`src/rtl/mem_arbiter_if.sv`:
```
// rtl/mem_arbiter_if.sv - requester and memory-port signal bundle for mem_arbiter
interface mem_arbiter_if;
    logic        IReq;
    logic [31:0] IAdr;
    logic [31:0] IRData;
    logic        IAck;
    logic        DReq;
    logic        DWe;
    logic [31:0] DAdr;
    logic [31:0] DWData;
    logic [31:0] DRData;
    logic        DAck;
    logic        MemRE;
    logic        MemWE;
    logic [31:0] MemAdr;
    logic [31:0] MemWD;
    logic [31:0] MemRD;

    modport slave (
        input  IReq, IAdr, DReq, DWe, DAdr, DWData, MemRD,
        output IRData, IAck, DRData, DAck, MemRE, MemWE, MemAdr, MemWD
    );

    modport master (
        output IReq, IAdr, DReq, DWe, DAdr, DWData, MemRD,
        input  IRData, IAck, DRData, DAck, MemRE, MemWE, MemAdr, MemWD
    );
endinterface

```
`src/rtl/mem_arbiter.sv`:
```
// rtl/mem_arbiter.sv - round-robin I/D arbiter for a single-port memory with wait states
module mem_arbiter #(
    parameter int WAIT_STATES = 2
) (
    input  logic          clk,
    input  logic          reset,
    mem_arbiter_if.slave  bus
);
    typedef enum logic [1:0] {S_IDLE, S_ACCESS, S_RESP} state_t;

    localparam int CW = (WAIT_STATES > 0) ? $clog2(WAIT_STATES + 1) : 1;
    localparam logic [CW-1:0] CNT_LOAD = CW'(WAIT_STATES);

    state_t        state_q, state_d;
    logic [CW-1:0] cnt_q, cnt_d;
    logic          last_d_q, last_d_d;   // 1: D was served last
    logic          owner_d_q, owner_d_d; // 1: D owns the current access
    logic          we_q, we_d;
    logic [31:0]   adr_q, adr_d;
    logic [31:0]   wd_q, wd_d;
    logic [31:0]   irdata_q, irdata_d;
    logic [31:0]   drdata_q, drdata_d;
    logic          grant_d;

    // D wins when alone, or on a tie when I was served last.
    assign grant_d = bus.DReq & (~bus.IReq | ~last_d_q);

    always_ff @(posedge clk or posedge reset) begin
        if (reset) begin
            state_q   <= S_IDLE;
            cnt_q     <= '0;
            last_d_q  <= 1'b0;
            owner_d_q <= 1'b0;
            we_q      <= 1'b0;
            adr_q     <= '0;
            wd_q      <= '0;
            irdata_q  <= '0;
            drdata_q  <= '0;
        end else begin
            state_q   <= state_d;
            cnt_q     <= cnt_d;
            last_d_q  <= last_d_d;
            owner_d_q <= owner_d_d;
            we_q      <= we_d;
            adr_q     <= adr_d;
            wd_q      <= wd_d;
            irdata_q  <= irdata_d;
            drdata_q  <= drdata_d;
        end
    end

    always_comb begin
        state_d   = state_q;
        cnt_d     = cnt_q;
        last_d_d  = last_d_q;
        owner_d_d = owner_d_q;
        we_d      = we_q;
        adr_d     = adr_q;
        wd_d      = wd_q;
        irdata_d  = irdata_q;
        drdata_d  = drdata_q;
        case (state_q)
            S_IDLE: begin
                if (bus.IReq || bus.DReq) begin
                    owner_d_d = grant_d;
                    last_d_d  = grant_d;
                    adr_d     = grant_d ? bus.DAdr : bus.IAdr;
                    wd_d      = grant_d ? bus.DWData : wd_q;
                    we_d      = grant_d & bus.DWe;
                    cnt_d     = CNT_LOAD;
                    state_d   = S_ACCESS;
                end
            end
            S_ACCESS: begin
                if (cnt_q == '0) begin
                    if (!we_q) begin
                        if (owner_d_q) drdata_d = bus.MemRD;
                        else           irdata_d = bus.MemRD;
                    end
                    state_d = S_RESP;
                end else begin
                    cnt_d = cnt_q - CW'(1);
                end
            end
            S_RESP:  state_d = S_IDLE;
            default: state_d = S_IDLE;
        endcase
    end

    // Write strobe only on the last ACCESS cycle so each write commits once.
    assign bus.MemRE  = (state_q == S_ACCESS) & ~we_q;
    assign bus.MemWE  = (state_q == S_ACCESS) & we_q & (cnt_q == '0);
    assign bus.MemAdr = adr_q;
    assign bus.MemWD  = wd_q;
    assign bus.IAck   = (state_q == S_RESP) & ~owner_d_q;
    assign bus.DAck   = (state_q == S_RESP) & owner_d_q;
    assign bus.IRData = irdata_q;
    assign bus.DRData = drdata_q;
endmodule

```
`src/flat_wrapper.sv`:
```
// flat-port wrapper written by rule: the top's interface ports become plain ports
module mem_arbiter_flat 
#(
    parameter int WAIT_STATES = 2
)
  (clk, reset, bus_IReq, bus_IAdr, bus_DReq, bus_DWe, bus_DAdr, bus_DWData, bus_MemRD, bus_IRData, bus_IAck, bus_DRData, bus_DAck, bus_MemRE, bus_MemWE, bus_MemAdr, bus_MemWD);
  mem_arbiter_if bus_i ();
  input  logic clk;
  input  logic reset;
  input wire logic [$bits(bus_i.IReq)-1:0] bus_IReq;
  input wire logic [$bits(bus_i.IAdr)-1:0] bus_IAdr;
  input wire logic [$bits(bus_i.DReq)-1:0] bus_DReq;
  input wire logic [$bits(bus_i.DWe)-1:0] bus_DWe;
  input wire logic [$bits(bus_i.DAdr)-1:0] bus_DAdr;
  input wire logic [$bits(bus_i.DWData)-1:0] bus_DWData;
  input wire logic [$bits(bus_i.MemRD)-1:0] bus_MemRD;
  output wire logic [$bits(bus_i.IRData)-1:0] bus_IRData;
  output wire logic [$bits(bus_i.IAck)-1:0] bus_IAck;
  output wire logic [$bits(bus_i.DRData)-1:0] bus_DRData;
  output wire logic [$bits(bus_i.DAck)-1:0] bus_DAck;
  output wire logic [$bits(bus_i.MemRE)-1:0] bus_MemRE;
  output wire logic [$bits(bus_i.MemWE)-1:0] bus_MemWE;
  output wire logic [$bits(bus_i.MemAdr)-1:0] bus_MemAdr;
  output wire logic [$bits(bus_i.MemWD)-1:0] bus_MemWD;
  assign bus_i.IReq = bus_IReq;
  assign bus_i.IAdr = bus_IAdr;
  assign bus_i.DReq = bus_DReq;
  assign bus_i.DWe = bus_DWe;
  assign bus_i.DAdr = bus_DAdr;
  assign bus_i.DWData = bus_DWData;
  assign bus_i.MemRD = bus_MemRD;
  assign bus_IRData = bus_i.IRData;
  assign bus_IAck = bus_i.IAck;
  assign bus_DRData = bus_i.DRData;
  assign bus_DAck = bus_i.DAck;
  assign bus_MemRE = bus_i.MemRE;
  assign bus_MemWE = bus_i.MemWE;
  assign bus_MemAdr = bus_i.MemAdr;
  assign bus_MemWD = bus_i.MemWD;
  mem_arbiter #(.WAIT_STATES(WAIT_STATES)) u_core (.clk(clk), .reset(reset), .bus(bus_i));
endmodule
```
`config.mk`:
```
export PLATFORM = sky130hd
export DESIGN_NAME = mem_arbiter_flat
export DESIGN_NICKNAME = d
export VERILOG_FILES = /design/src/rtl/mem_arbiter_if.sv /design/src/rtl/mem_arbiter.sv /design/src/flat_wrapper.sv
export SDC_FILE = /design/constraint.sdc
export NUM_CORES = 1
export LEC_CHECK = 0
export ABC_AREA = 1
export ABC_CLOCK_PERIOD_IN_PS = 9420
export CAP_MARGIN = 20
export CORE_AREA = 2 2 183 140
export CTS_CLUSTER_SIZE = 16
export DETAILED_ROUTE_END_ITERATION = 10
export DIE_AREA = 0 0 185 142
export SLEW_MARGIN = 20
export SYNTH_ARGS = -nofsm -noshare
export SYNTH_HDL_FRONTEND = slang
export SYNTH_SLANG_ARGS = --single-unit
```
`constraint.sdc`:
```
create_clock -name clk -period 9.42 [get_ports clk]
set_input_delay 1.413 -clock clk [delete_from_list [all_inputs] [get_ports clk]]
set_output_delay 1.413 -clock clk [all_outputs]
set_load 0.01 [all_outputs]
```
# After elaboration in Yosys (flattened, before gate mapping)
# Cells that the tools add are included.
[totals]
ff_bits = 134
input_bits = 133
out_inout_bits = 132
elab_cells = 42
[classes]
add_sub_neg = 1
n_eq_ne = 5
n_mux = 7
n_bitwise = 11
n_reduce_logical = 10
[op_table]
columns = ["cell", "count"]
rows = [
  ["32-bit 2-to-1 mux", 1],
  ["2-bit 2-to-1 mux", 4],
  ["2-bit one-hot mux with 2 select lines", 2],
  ["4-bit AND reduction", 2],
  ["1-bit AND", 7],
  ["3-bit AND reduction", 2],
  ["2-bit logical NOT", 2],
  ["2-bit by 1-bit != test with 1-bit output, second input constant", 2],
  ["2-bit AND reduction", 2],
  ["1-bit NOT", 3],
  ["2-bit by 1-bit == test with 1-bit output, second input constant", 1],
  ["2-bit == test, second input constant", 1],
  ["2-bit != test, second input constant", 1],
  ["2-bit nonzero test", 1],
  ["2-bit by 1-bit subtractor with 2-bit output, second input constant", 1],
  ["1-bit logical OR", 1],
  ["1-bit OR", 1],
]

# Logic depth before layout (Yosys ltp)
# Gate-level depths: netlist of run 1.
[depth]
depth_word = 4
depth_mapped = 8
depth_no_buf = 7

# Worst setup path after synthesis of run 1
# OpenSTA, ideal clock, no wires.
[synth_timing]
path_kind = "register -> output"
start = "reg u_core.state_q[1]"
end = "out bus_MemRE"
arrival_ps = 903
required_time_ps = 8007
path_slack_ps = 7104
stages_incl_launch_ff = 5
n_path_buf = 1
path_cell_list = "dfrtp_1 -> inv_2 -> nand2_2 -> nor2_4 -> buf_4"
[synth_between]
elab_chain_len = 2
[synth_lines]
columns = ["element", "line", "text"]
rows = [
  ["from (decl)", "mem_arbiter.sv:14", "state_t state_q, state_d;"],
  ["from (signal assigned)", "mem_arbiter.sv:40", "state_q <= state_d;"],
  ["2-bit by 1-bit == test with 1-bit output", "mem_arbiter.sv:91", "assign bus.MemRE = (state_q == S_ACCESS) & ~we_q;"],
  ["1-bit AND", "mem_arbiter.sv:91", ""],
  ["to (decl)", "flat_wrapper.sv:21", "output wire logic [$bits(bus_i.MemRE)-1:0] bus_MemRE;"],
]
# Every way passes these cells.

# Worst setup path in the final report of run 1
[layout_timing]
start = "in bus_IReq"
end = "reg u_core.wd_q[22] (netlist: u_core.bus.MemWD[22])"
[layout_between]
elab_chain_len = 4
elab_cells_between_ends = 5
cone_classes = "bitwise: 3; reduce/logical: 2"
[layout_lines]
columns = ["element", "line", "text"]
rows = [
  ["from (decl)", "flat_wrapper.sv:10", "input wire logic [$bits(bus_i.IReq)-1:0] bus_IReq;"],
  ["1-bit NOT", "mem_arbiter.sv:26", "assign grant_d = bus.DReq & (~bus.IReq | ~last_d_q);"],
  ["1-bit OR", "mem_arbiter.sv:26", ""],
  ["1-bit AND", "mem_arbiter.sv:26", ""],
  ["3-bit AND reduction (no line) *", "n/a", ""],
  ["to (signal assigned)", "mem_arbiter.sv:46", "wd_q <= wd_d;"],
  ["to (decl)", "mem_arbiter.sv:20", "logic [31:0] wd_q, wd_d;"],
]
# Mark *: on every way between the ends. The rest lies on a longest branch, timed or not.
# A chain may end at the register's enable or synchronous reset.

==> results_dict.tcl, run 1 <==
set metrics [dict create \
    synth.yosys.warnings 0 \
    finish.net_count 1117 \
    drt_iter0_markers 312 \
    detail_route.wl_per_cell_microns 14.7 \
    min_period_ps 4270 \
    finalSetupViolations 0 \
    worst-endpoint-required_ps 9730 \
    pin_count_of_the_biggest_net_entering_global_routing 77 \
    post_drt_via_cell_ratio 4.26 \
    ys_ff_latch 134 \
    grt_overflow 0 \
    postCtsSetupBuffers 0 \
    mappedNetlistNets 872 \
    critPathLaunchType "input pin" \
    worst_skew_pair.late_latency_ps 420 \
    cts-hold-fix-buffers 0 \
    synthDominantCellAreaShare_pct 55.8 \
    timing.setup.tns_ps 0 \
    yosysSeqAreaShare_pct 55.8 \
    hold-path-cell-count 2 \
    power_per_cell_area_mw_per_mm2 330 \
    grt_pass1_wl_microns 30500 \
    clock_tree.htree_level_count 4 \
    std_cell_rows 50 \
    post_synth_inst_count 737 \
    gp_congestion 0.803 \
    antenna_cells_inserted 0 \
    antenna_left 0 \
    clk_pin_slew_worst_paths_ps 70 \
    clock_sink_count 134 \
    critical_path_arrival_ps 4580 \
    post-synth-top-area-cell "sky130_fd_sc_hd__dfrtp_1" \
    number_of_antenna_violations_at_the_first_check_in_global_routing 0 \
    num_vias 5675 \
    cts_root_buf "sky130_fd_sc_hd__clkbuf_16" \
    post-layout-total-power_w 0.00312 \
    cp-end-kind "register" \
    period_share_pct 45.4 \
    postCtsResizedCells 0 \
    drt_first_pass_iters 4 \
    grt.total_usage_pct 15.0 \
    grt_setup_unrepaired "no" \
    report.final.slew_viol_count 0 \
    wl_microns 19600 \
    post_synth_main_area_contributors "sky130_fd_sc_hd__dfrtp_1, sky130_fd_sc_hd__nand2_1, sky130_fd_sc_hd__nand3_1" \
    critical_path.max_fanout 34 \
    syn_area_per_cell_sq_um 8.15 \
    mappedNetlistArea_sq_mm 0.00601 \
    hp-class "register to register" \
    timing.fmax_mhz 234 \
    worst_clock_skew_ps 13.1 \
    timing.setup.critical_path_class "input pin to register" \
    tritoncts_clock_tree "built" \
    layout-drive-gt1-share_pct 5.33 \
    ir_drop_uv 117 \
    run_status "completed" \
    transition_time_of_the_tightest_slew_check_pin_ps 1020 \
    finalHoldViolCount 0 \
    layout-area-overhead-vs-synth_pct 57.4 \
    number_of_max_capacitance_violations_reported 0 \
    vias_in_the_first_global_route 5669 \
    die-height_microns 142 \
    slew_headroom_pct 32.1 \
    synth_ff_type "sky130_fd_sc_hd__dfrtp_1" \
    remaining_drc_errors 0 \
    cts_inserted_buffers 17 \
    initial_core_util_pct 24.5 \
    dieArea_sq_mm 0.0263 \
    cts-root-to-sink-buffers 2 \
    synthMostInstantiatedCell "sky130_fd_sc_hd__nand2_1" \
    place.detailed.hpwl_microns 13000 \
    die_w_microns 185 \
    number_of_synthesized_flops_with_an_enable_pin 0 \
    post_synth_num_cell_types 20 \
    yosys-top-cells-count "sky130_fd_sc_hd__nand2_1, sky130_fd_sc_hd__nand3_1, sky130_fd_sc_hd__dfrtp_1, sky130_fd_sc_hd__inv_1, sky130_fd_sc_hd__buf_2" \
    pin_count 265 \
    worst-r2r-cell-count 6 \
    p_leak_nw 4.65 \
    floorplan.core_area_sq_mm 0.0245 \
    buffer_ports.inserted 264 \
    synthArstFlopShare_pct 100 \
]
-- routing by layer --
layer / GRT usage, % / vias up / routed length, microns
met3: 5.50 / 12 / 1710
li1: - / 2783 / -
met4: 3.55 / 0 / 165
met1: 20.0 / 2647 / 9300
met2: 23.1 / 233 / 8450
met5: 0 / - / 0
-- layout make-up --
type | count | area (sq um)
clock buffers | 19 | 453
clock inverters | 13 | 133
fillers | 2472 | 15100
inverters | 74 | 283
multi-input cells | 485 | 2100
flip-flops and latches | 134 | 3350
well taps | 338 | 423
repair buffers | 270 | 2710
-- state kept, by name, indices dropped and copies added (netlist names) --
signal,count
u_core.bus.IRData,32
u_core.cnt_q,2
u_core.bus.MemWD,32
u_core.we_q,1
u_core.state_q,2
u_core.last_d_q,1
u_core.bus.MemAdr,32
u_core.bus.DRData,32
-- worst paths after layout --
path,endpoint,slack (ps),startpoint
min in group asynchronous,u_core.bus.DRData[3]$_DFFE_PP0P_,1410,reset
min,u_core.bus.DRData[5]$_DFFE_PP0P_,470,u_core.bus.DRData[5]$_DFFE_PP0P_
min reg2reg,u_core.bus.DRData[5]$_DFFE_PP0P_,470,u_core.bus.DRData[5]$_DFFE_PP0P_
max reg2reg,u_core.bus.MemWD[22]$_DFFE_PP0P_,6150,u_core.last_d_q$_DFFE_PP0P_
max in group asynchronous,u_core.bus.MemAdr[18]$_DFFE_PP0P_,6930,reset
max,u_core.bus.MemWD[22]$_DFFE_PP0P_,5150,bus_IReq
-- cells in the final DEF (no fill, tap or decap), types with 3 or more instances in the layout --
| master | count |
|---|---|
| sky130_fd_sc_hd__nor2_4 | 3 |
| sky130_fd_sc_hd__clkbuf_16 | 17 |
| sky130_fd_sc_hd__nor2_1 | 4 |
| sky130_fd_sc_hd__inv_1 | 70 |
| sky130_fd_sc_hd__nand2_1 | 298 |
| sky130_fd_sc_hd__buf_4 | 5 |
| sky130_fd_sc_hd__nand2_2 | 6 |
| sky130_fd_sc_hd__inv_2 | 3 |
| sky130_fd_sc_hd__dfrtp_1 | 134 |
| sky130_fd_sc_hd__clkdlybuf4s50_1 | 264 |
| sky130_fd_sc_hd__nand3_1 | 164 |
| sky130_fd_sc_hd__inv_6 | 7 |
| sky130_fd_sc_hd__clkinvlp_4 | 4 |
-- cell families after synthesis --
family / count (synthesis) / synth area share [%]
DFF: 134 / 55.8
AOI/OAI and AO/OA: 4 / 0.396
buffers and inverters: 118 / 9.39
and+or+nand+nor: 479 / 34.0
adders and majority gates: 2 / 0.416
-- through the flow --
step           cell area (sq um)  instances  util [%]  hold WS, ps  setup WS, ps
2_1_floorplan               6010        737         -          471          4420
3_3_place_gp                8840       1300      36.1          452          4800
3_5_place_dp                8840       1300      36.1          457          4680
4_1_cts                     9430       1332      38.4          472          5140
5_1_grt                     9460       1333      38.6          480          4880
6_report                    9460       1333      38.6          468          5150
-- critical path, cell delays in order --
cell and delay, ps:
sky130_fd_sc_hd__clkdlybuf4s50_1 490, sky130_fd_sc_hd__nand2_2 540, sky130_fd_sc_hd__nand2_2 620, sky130_fd_sc_hd__inv_2 680, sky130_fd_sc_hd__nand2_2 540, sky130_fd_sc_hd__nand2_1 200
sky130_fd_sc_hd__nand2_1 70
-- power breakdown --
group          total (W)  internal, W  leakage [nW]  switching, W
clock network   0.000667     0.000385         0.276      0.000282
registers        0.00104     0.000862          1.64      0.000175
logic            0.00142     0.000689          2.74      0.000729
total            0.00312      0.00194          4.65       0.00119
No activity file was read; power rests on OpenSTA's default activity.
==> run 2: changes to the inputs <==
--- a/config.mk
+++ b/config.mk
@@ -6,7 +6,7 @@
 export NUM_CORES = 1
 export LEC_CHECK = 0
 export ABC_AREA = 1
-export ABC_CLOCK_PERIOD_IN_PS = 9420
+export ABC_CLOCK_PERIOD_IN_PS = 4000
 export CAP_MARGIN = 20
 export CORE_AREA = 2 2 183 140
 export CTS_CLUSTER_SIZE = 16
==> constraint.sdc (replaced) <==
create_clock -name clk -period 4 [get_ports clk]
set_input_delay 0.6 -clock clk [delete_from_list [all_inputs] [get_ports clk]]
set_output_delay 0.6 -clock clk [all_outputs]
set_load 0.01 [all_outputs]
==> results_dict.tcl, run 2 (synthesis results as in run 1) <==
set metrics [dict create \
    initial_core_util_pct 24.5 \
    finalSetupViolations 0 \
    cts_root_buf "sky130_fd_sc_hd__clkbuf_16" \
    cts-root-to-sink-buffers 2 \
    clock_tree.htree_level_count 4 \
    timing.setup.tns_ps 0 \
    final_cell_mix "sky130_fd_sc_hd__nand2_1, sky130_fd_sc_hd__clkdlybuf4s50_1, sky130_fd_sc_hd__nand3_1" \
    slowest_library_cell_on_the_worst_path "sky130_fd_sc_hd__clkdlybuf4s50_1" \
    post_drt_via_cell_ratio 4.29 \
    p_leak_nw 4.71 \
    critical_path_arrival_ps 2200 \
    crit_buf_inv 3 \
    critPathCapture "bus_MemRE" \
    grt_setup_unrepaired "no" \
    timing.fmax_mhz 357 \
    hp-class "register to register" \
    worst-r2r-cell-count 7 \
    timing.setup.critical_path_class "register to primary output" \
    transition_time_of_the_tightest_slew_check_pin_ps 938 \
    gp_congestion 0.786 \
    grt_pass1_wl_microns 31500 \
    worstPathCellList "inv_2 -> nand2_2 -> nor2_4 -> buf_4 -> clkdlybuf4s50_1" \
    remaining_drc_errors 0 \
    die_w_microns 185 \
    postCtsResizedCells 0 \
    cts_inserted_buffers 17 \
    worst_r2r_endpoint "u_core.bus.MemWD[17]$_DFFE_PP0P_" \
    number_of_max_capacitance_violations_reported 0 \
    slew_headroom_pct 37.3 \
    worst_skew_pair.late_latency_ps 420 \
    critPathLaunchType "register" \
    period_share_pct 70.0 \
    number_of_antenna_violations_at_the_first_check_in_global_routing 0 \
    fin_hold_ws_ps 469 \
    critical_path.max_stage_delay_ps 620 \
    grt_overflow 0 \
    run_status "completed" \
    drt_iter0_markers 300 \
    grt.total_usage_pct 15.4 \
    final_core_util_pct 39.0 \
    vias_in_the_first_global_route 5751 \
    pin_count 265 \
    die-height_microns 142 \
    worst-path-stages 5 \
    pin_count_of_the_biggest_net_entering_global_routing 53 \
    finalHoldViolCount 0 \
    wl_microns 19800 \
    postCtsSetupBuffers 0 \
    floorplan.core_area_sq_mm 0.0245 \
    cp-end-kind "primary output" \
    ir_drop_uv 299 \
    finish.net_count 1122 \
    std_cell_rows 50 \
    clock_sink_count 134 \
    tritoncts_clock_tree "built" \
    antenna_left 0 \
    layout_commonest_cell "sky130_fd_sc_hd__nand2_1" \
    min_period_ps 2800 \
    report.final.slew_viol_count 0 \
    place.detailed.hpwl_microns 13500 \
    num_vias 5735 \
    worst_clock_skew_ps 9.70 \
    worstReg2RegStart "u_core.last_d_q$_DFFE_PP0P_" \
    crit_path_start "u_core.state_q[1]$_DFFE_PP0P_" \
    antenna_cells_inserted 0 \
    layout-area-overhead-vs-synth_pct 59.2 \
    critical_path.max_fanout 34 \
    cpLargestDelayFamily "buffers and inverters" \
    worst-endpoint-required_ps 3400 \
    detail_route.wl_per_cell_microns 14.8 \
    drt_first_pass_iters 4 \
    dieArea_sq_mm 0.0263 \
    power_per_cell_area_mw_per_mm2 794 \
    buffer_ports.inserted 264 \
    layout-drive-gt1-share_pct 5.70 \
    setup.reg_to_reg.worst_slack_ps 1580 \
    clk_pin_slew_worst_paths_ps 60 \
    cts-hold-fix-buffers 0 \
]
[run 2: final cells by class]
cell class / instances / area, sq um
flip-flops and latches: 134 / 3350
well taps: 338 / 423
inverters: 74 / 282
multi-input cells: 485 / 2100
clock inverters: 13 / 218
repair buffers: 275 / 2750
fillers: 2549 / 15000
clock buffers: 19 / 443
[run 2: power breakdown]
group / total, W / internal (W) / switching [W]
clock: 0.00179 / 0.00114 / 0.000659
combinational: 0.00336 / 0.00164 / 0.00172
sequential: 0.00244 / 0.00203 / 0.000408
[run 2: per-stage QoR]
stage | area (sq um) | worst slack (ps) | instances | total power [W]
6_report | 9570 | 1200 | 1338 | 0.00759
3_5_place_dp | 8900 | 1010 | 1306 | 0.00586
5_1_grt | 9570 | 1070 | 1338 | 0.00815
3_3_place_gp | 8900 | 1060 | 1306 | 0.00582
4_1_cts | 9570 | 1170 | 1338 | 0.00770
2_1_floorplan | 6010 | 1730 | 737 | 0.00401
[run 2: routing by layer]
layer | GRT usage (%) | up-vias | wire length (microns)
met5 | 0 | - | 0
met2 | 23.0 | 232 | 8470
li1 | - | 2795 | -
met1 | 20.6 | 2688 | 9030
met3 | 5.76 | 20 | 2020
met4 | 4.64 | 0 | 274
[run 2: worst min path at each step]
stage	start	endpoint	slack (ps)	cells after the start
2_1_floorplan	u_core.cnt_q[0]$_DFFE_PP0P_	u_core.cnt_q[0]$_DFFE_PP0P_	470	2
3_3_place_gp	u_core.bus.IRData[21]$_DFFE_PP0P_	u_core.bus.IRData[21]$_DFFE_PP0P_	450	2
3_5_place_dp	u_core.bus.DRData[8]$_DFFE_PP0P_	u_core.bus.DRData[8]$_DFFE_PP0P_	460	2
4_1_cts	u_core.bus.IRData[24]$_DFFE_PP0P_	u_core.bus.IRData[24]$_DFFE_PP0P_	470	2
5_1_grt	u_core.bus.DRData[8]$_DFFE_PP0P_	u_core.bus.DRData[8]$_DFFE_PP0P_	490	2
6_report	u_core.bus.DRData[7]$_DFFE_PP0P_	u_core.bus.DRData[7]$_DFFE_PP0P_	470	2
[run 2: worst min-delay path, cell delays in order (launching register included)]
cell	delay (ps)
sky130_fd_sc_hd__dfrtp_1	340
sky130_fd_sc_hd__nand2_1	50
sky130_fd_sc_hd__nand2_1	50
==> run 3: changes to the inputs <==
--- a/config.mk
+++ b/config.mk
@@ -6,7 +6,7 @@
 export NUM_CORES = 1
 export LEC_CHECK = 0
 export ABC_AREA = 1
-export ABC_CLOCK_PERIOD_IN_PS = 4000
+export ABC_CLOCK_PERIOD_IN_PS = 2500
 export CAP_MARGIN = 20
 export CORE_AREA = 2 2 183 140
 export CTS_CLUSTER_SIZE = 16
==> constraint.sdc (replaced) <==
create_clock -name clk -period 2.5 [get_ports clk]
set_input_delay 0.375 -clock clk [delete_from_list [all_inputs] [get_ports clk]]
set_output_delay 0.375 -clock clk [all_outputs]
set_load 0.01 [all_outputs]
==> results_dict.tcl, run 3 (synthesis results as in run 1) <==
set metrics [dict create \
    initial_core_util_pct 24.5 \
    layout_commonest_cell "sky130_fd_sc_hd__nand2_1" \
    power_frac_seq_pct 32.1 \
    postCtsSetupBuffers 0 \
    final_cell_mix "sky130_fd_sc_hd__nand2_1, sky130_fd_sc_hd__clkdlybuf4s50_1, sky130_fd_sc_hd__nand3_1" \
    timing.setup.tns_ps 0 \
    gp_congestion 0.778 \
    dpl.cell_count 1308 \
    p_clk_share_pct 23.3 \
    cts_inserted_buffers 17 \
    clock_tree.htree_level_count 4 \
    report.final.slew_viol_count 0 \
    worst_skew_pair.late_latency_ps 410 \
    vias_in_the_first_global_route 5830 \
    period_share_pct 88.3 \
    power_per_cell_area_mw_per_mm2 1270 \
    final_instance_area_sq_mm 0.00958 \
    clk_pin_slew_worst_paths_ps 60 \
    cp-end-kind "primary output" \
    die_w_microns 185 \
    pin_count 265 \
    number_of_max_capacitance_violations_reported 0 \
    cts-hold-fix-buffers 0 \
    finalSetupViolations 0 \
    wl_microns 19500 \
    drt_iter0_markers 223 \
    number_of_standard_cells_in_the_layout_taps_in_and_fillers_out 1340 \
    hp-class "input pin to asynchronous set/reset pin" \
    critical_path_arrival_ps 1830 \
    detail_route.wl_per_cell_microns 14.5 \
    die-height_microns 142 \
    grt_setup_unrepaired "no" \
    grt_pass1_wl_microns 30800 \
    min_period_ps 2210 \
    floorplan.core_area_sq_mm 0.0245 \
    layout-drive-gt1-share_pct 5.79 \
    netSwitchingPower_w 0.00442 \
    pin_count_of_the_biggest_net_entering_global_routing 81 \
    finalHoldViolCount 0 \
    std_cell_rows 50 \
    remaining_drc_errors 0 \
    antenna_cells_inserted 0 \
    share_comb_of_total_power_pct 44.7 \
    layout-area-overhead-vs-synth_pct 59.5 \
    switching_share_pct 36.5 \
    buffer_ports.inserted 264 \
    worst_clock_skew_ps 10.6 \
    run_status "completed" \
    finish.net_count 1124 \
    slew_headroom_pct 52.9 \
    cts-root-to-sink-buffers 2 \
    ir_drop_uv 445 \
    dieArea_sq_mm 0.0263 \
    number_of_antenna_violations_at_the_first_check_in_global_routing 0 \
    placed_cell_areas_sq_mm 0.00893 \
    worst-endpoint-required_ps 2120 \
    clock_sink_count 134 \
    postCtsResizedCells 0 \
    drt_first_pass_iters 4 \
    grt.total_usage_pct 15.1 \
    final_core_util_pct 39.1 \
    antenna_left 0 \
    tritoncts_clock_tree "built" \
    timing.fmax_mhz 453 \
    transition_time_of_the_tightest_slew_check_pin_ps 704 \
    num_vias 5727 \
    critPathLaunchType "register" \
    critical_path.max_fanout 3 \
    p_leak_nw 4.72 \
    timing.setup.critical_path_class "register to primary output" \
    cts_root_buf "sky130_fd_sc_hd__clkbuf_16" \
    place.detailed.hpwl_microns 13400 \
    cell_internal_power_w 0.00770 \
    post_drt_via_cell_ratio 4.27 \
    grt_overflow 0 \
]
-- run 3: cell count changes in the layout (fill, tap and decap cells not counted) --
| cell | change |
|---|---|
| sky130_fd_sc_hd__buf_4 | +1 |
| sky130_fd_sc_hd__clkbuf_8 | -1 |
| sky130_fd_sc_hd__clkbuf_1 | +1 |
| sky130_fd_sc_hd__buf_12 | +1 |
-- run 3: worst paths after layout --
check	slack [ps]	start	depth (start not counted)	endpoint
worst max-delay path	290	u_core.cnt_q[0]$_DFFE_PP0P_	5	bus_MemWE
worst min-delay path	420	reset	3	u_core.bus.IRData[16]$_DFFE_PP0P_
worst max register to register	800	u_core.state_q[1]$_DFFE_PP0P_	6	u_core.bus.DRData[6]$_DFFE_PP0P_
worst min register to register	470	u_core.bus.IRData[15]$_DFFE_PP0P_	2	u_core.bus.IRData[15]$_DFFE_PP0P_
max in group asynchronous	1650	reset	3	u_core.cnt_q[0]$_DFFE_PP0P_
min in group clk	470	u_core.bus.IRData[15]$_DFFE_PP0P_	2	u_core.bus.IRData[15]$_DFFE_PP0P_
-- run 3: critical path, cell delays in order, from the launching register on --
cell and delay [ps]:
sky130_fd_sc_hd__dfrtp_1 380, sky130_fd_sc_hd__inv_1 90, sky130_fd_sc_hd__ha_1 210, sky130_fd_sc_hd__nand2_1 70
sky130_fd_sc_hd__nor2_1 110, sky130_fd_sc_hd__clkdlybuf4s50_1 560
-- run 3: routing by layer --
| metal | global-route usage [%] | part of all wire (%) | vias to the layer above |
|---|---|---|---|
| met3 | 6.53 | 10 | 10 |
| met5 | 0 | 0 | - |
| li1 | - | - | 2802 |
| met4 | 3.68 | 0.80 | 0 |
| met1 | 19.7 | 45 | 2686 |
| met2 | 23.0 | 44 | 229 |
-- run 3: stage by stage --
step           worst slack, ps  hold WS (ps)  total power, W
6_report                   292           423          0.0121
5_1_grt                    172           446          0.0130
4_1_cts                    255           423          0.0123
3_5_place_dp               270           457         0.00937
3_3_place_gp               315           453         0.00933
2_1_floorplan              460           471         0.00642
-- run 3: power groups by stage --
stage	registers, W	clock network (W)	logic [W]
CTS	0.00389	0.00290	0.00550
global placement	0.00390	0	0.00543
floorplan	0.00432	0	0.00210
finish	0.00389	0.00282	0.00541
detailed placement	0.00390	0	0.00548
global route	0.00404	0.00300	0.00599
-- run 3: layout make-up --
cell class	instances	area, sq um
Sequential cell	134	3350
Tap cell	338	423
Timing Repair Buffer	277	2780
Fill cell	2507	14900
Multi-Input combinational cell	485	2100
Inverter	74	282
Clock buffer	19	433
Clock inverter	13	218
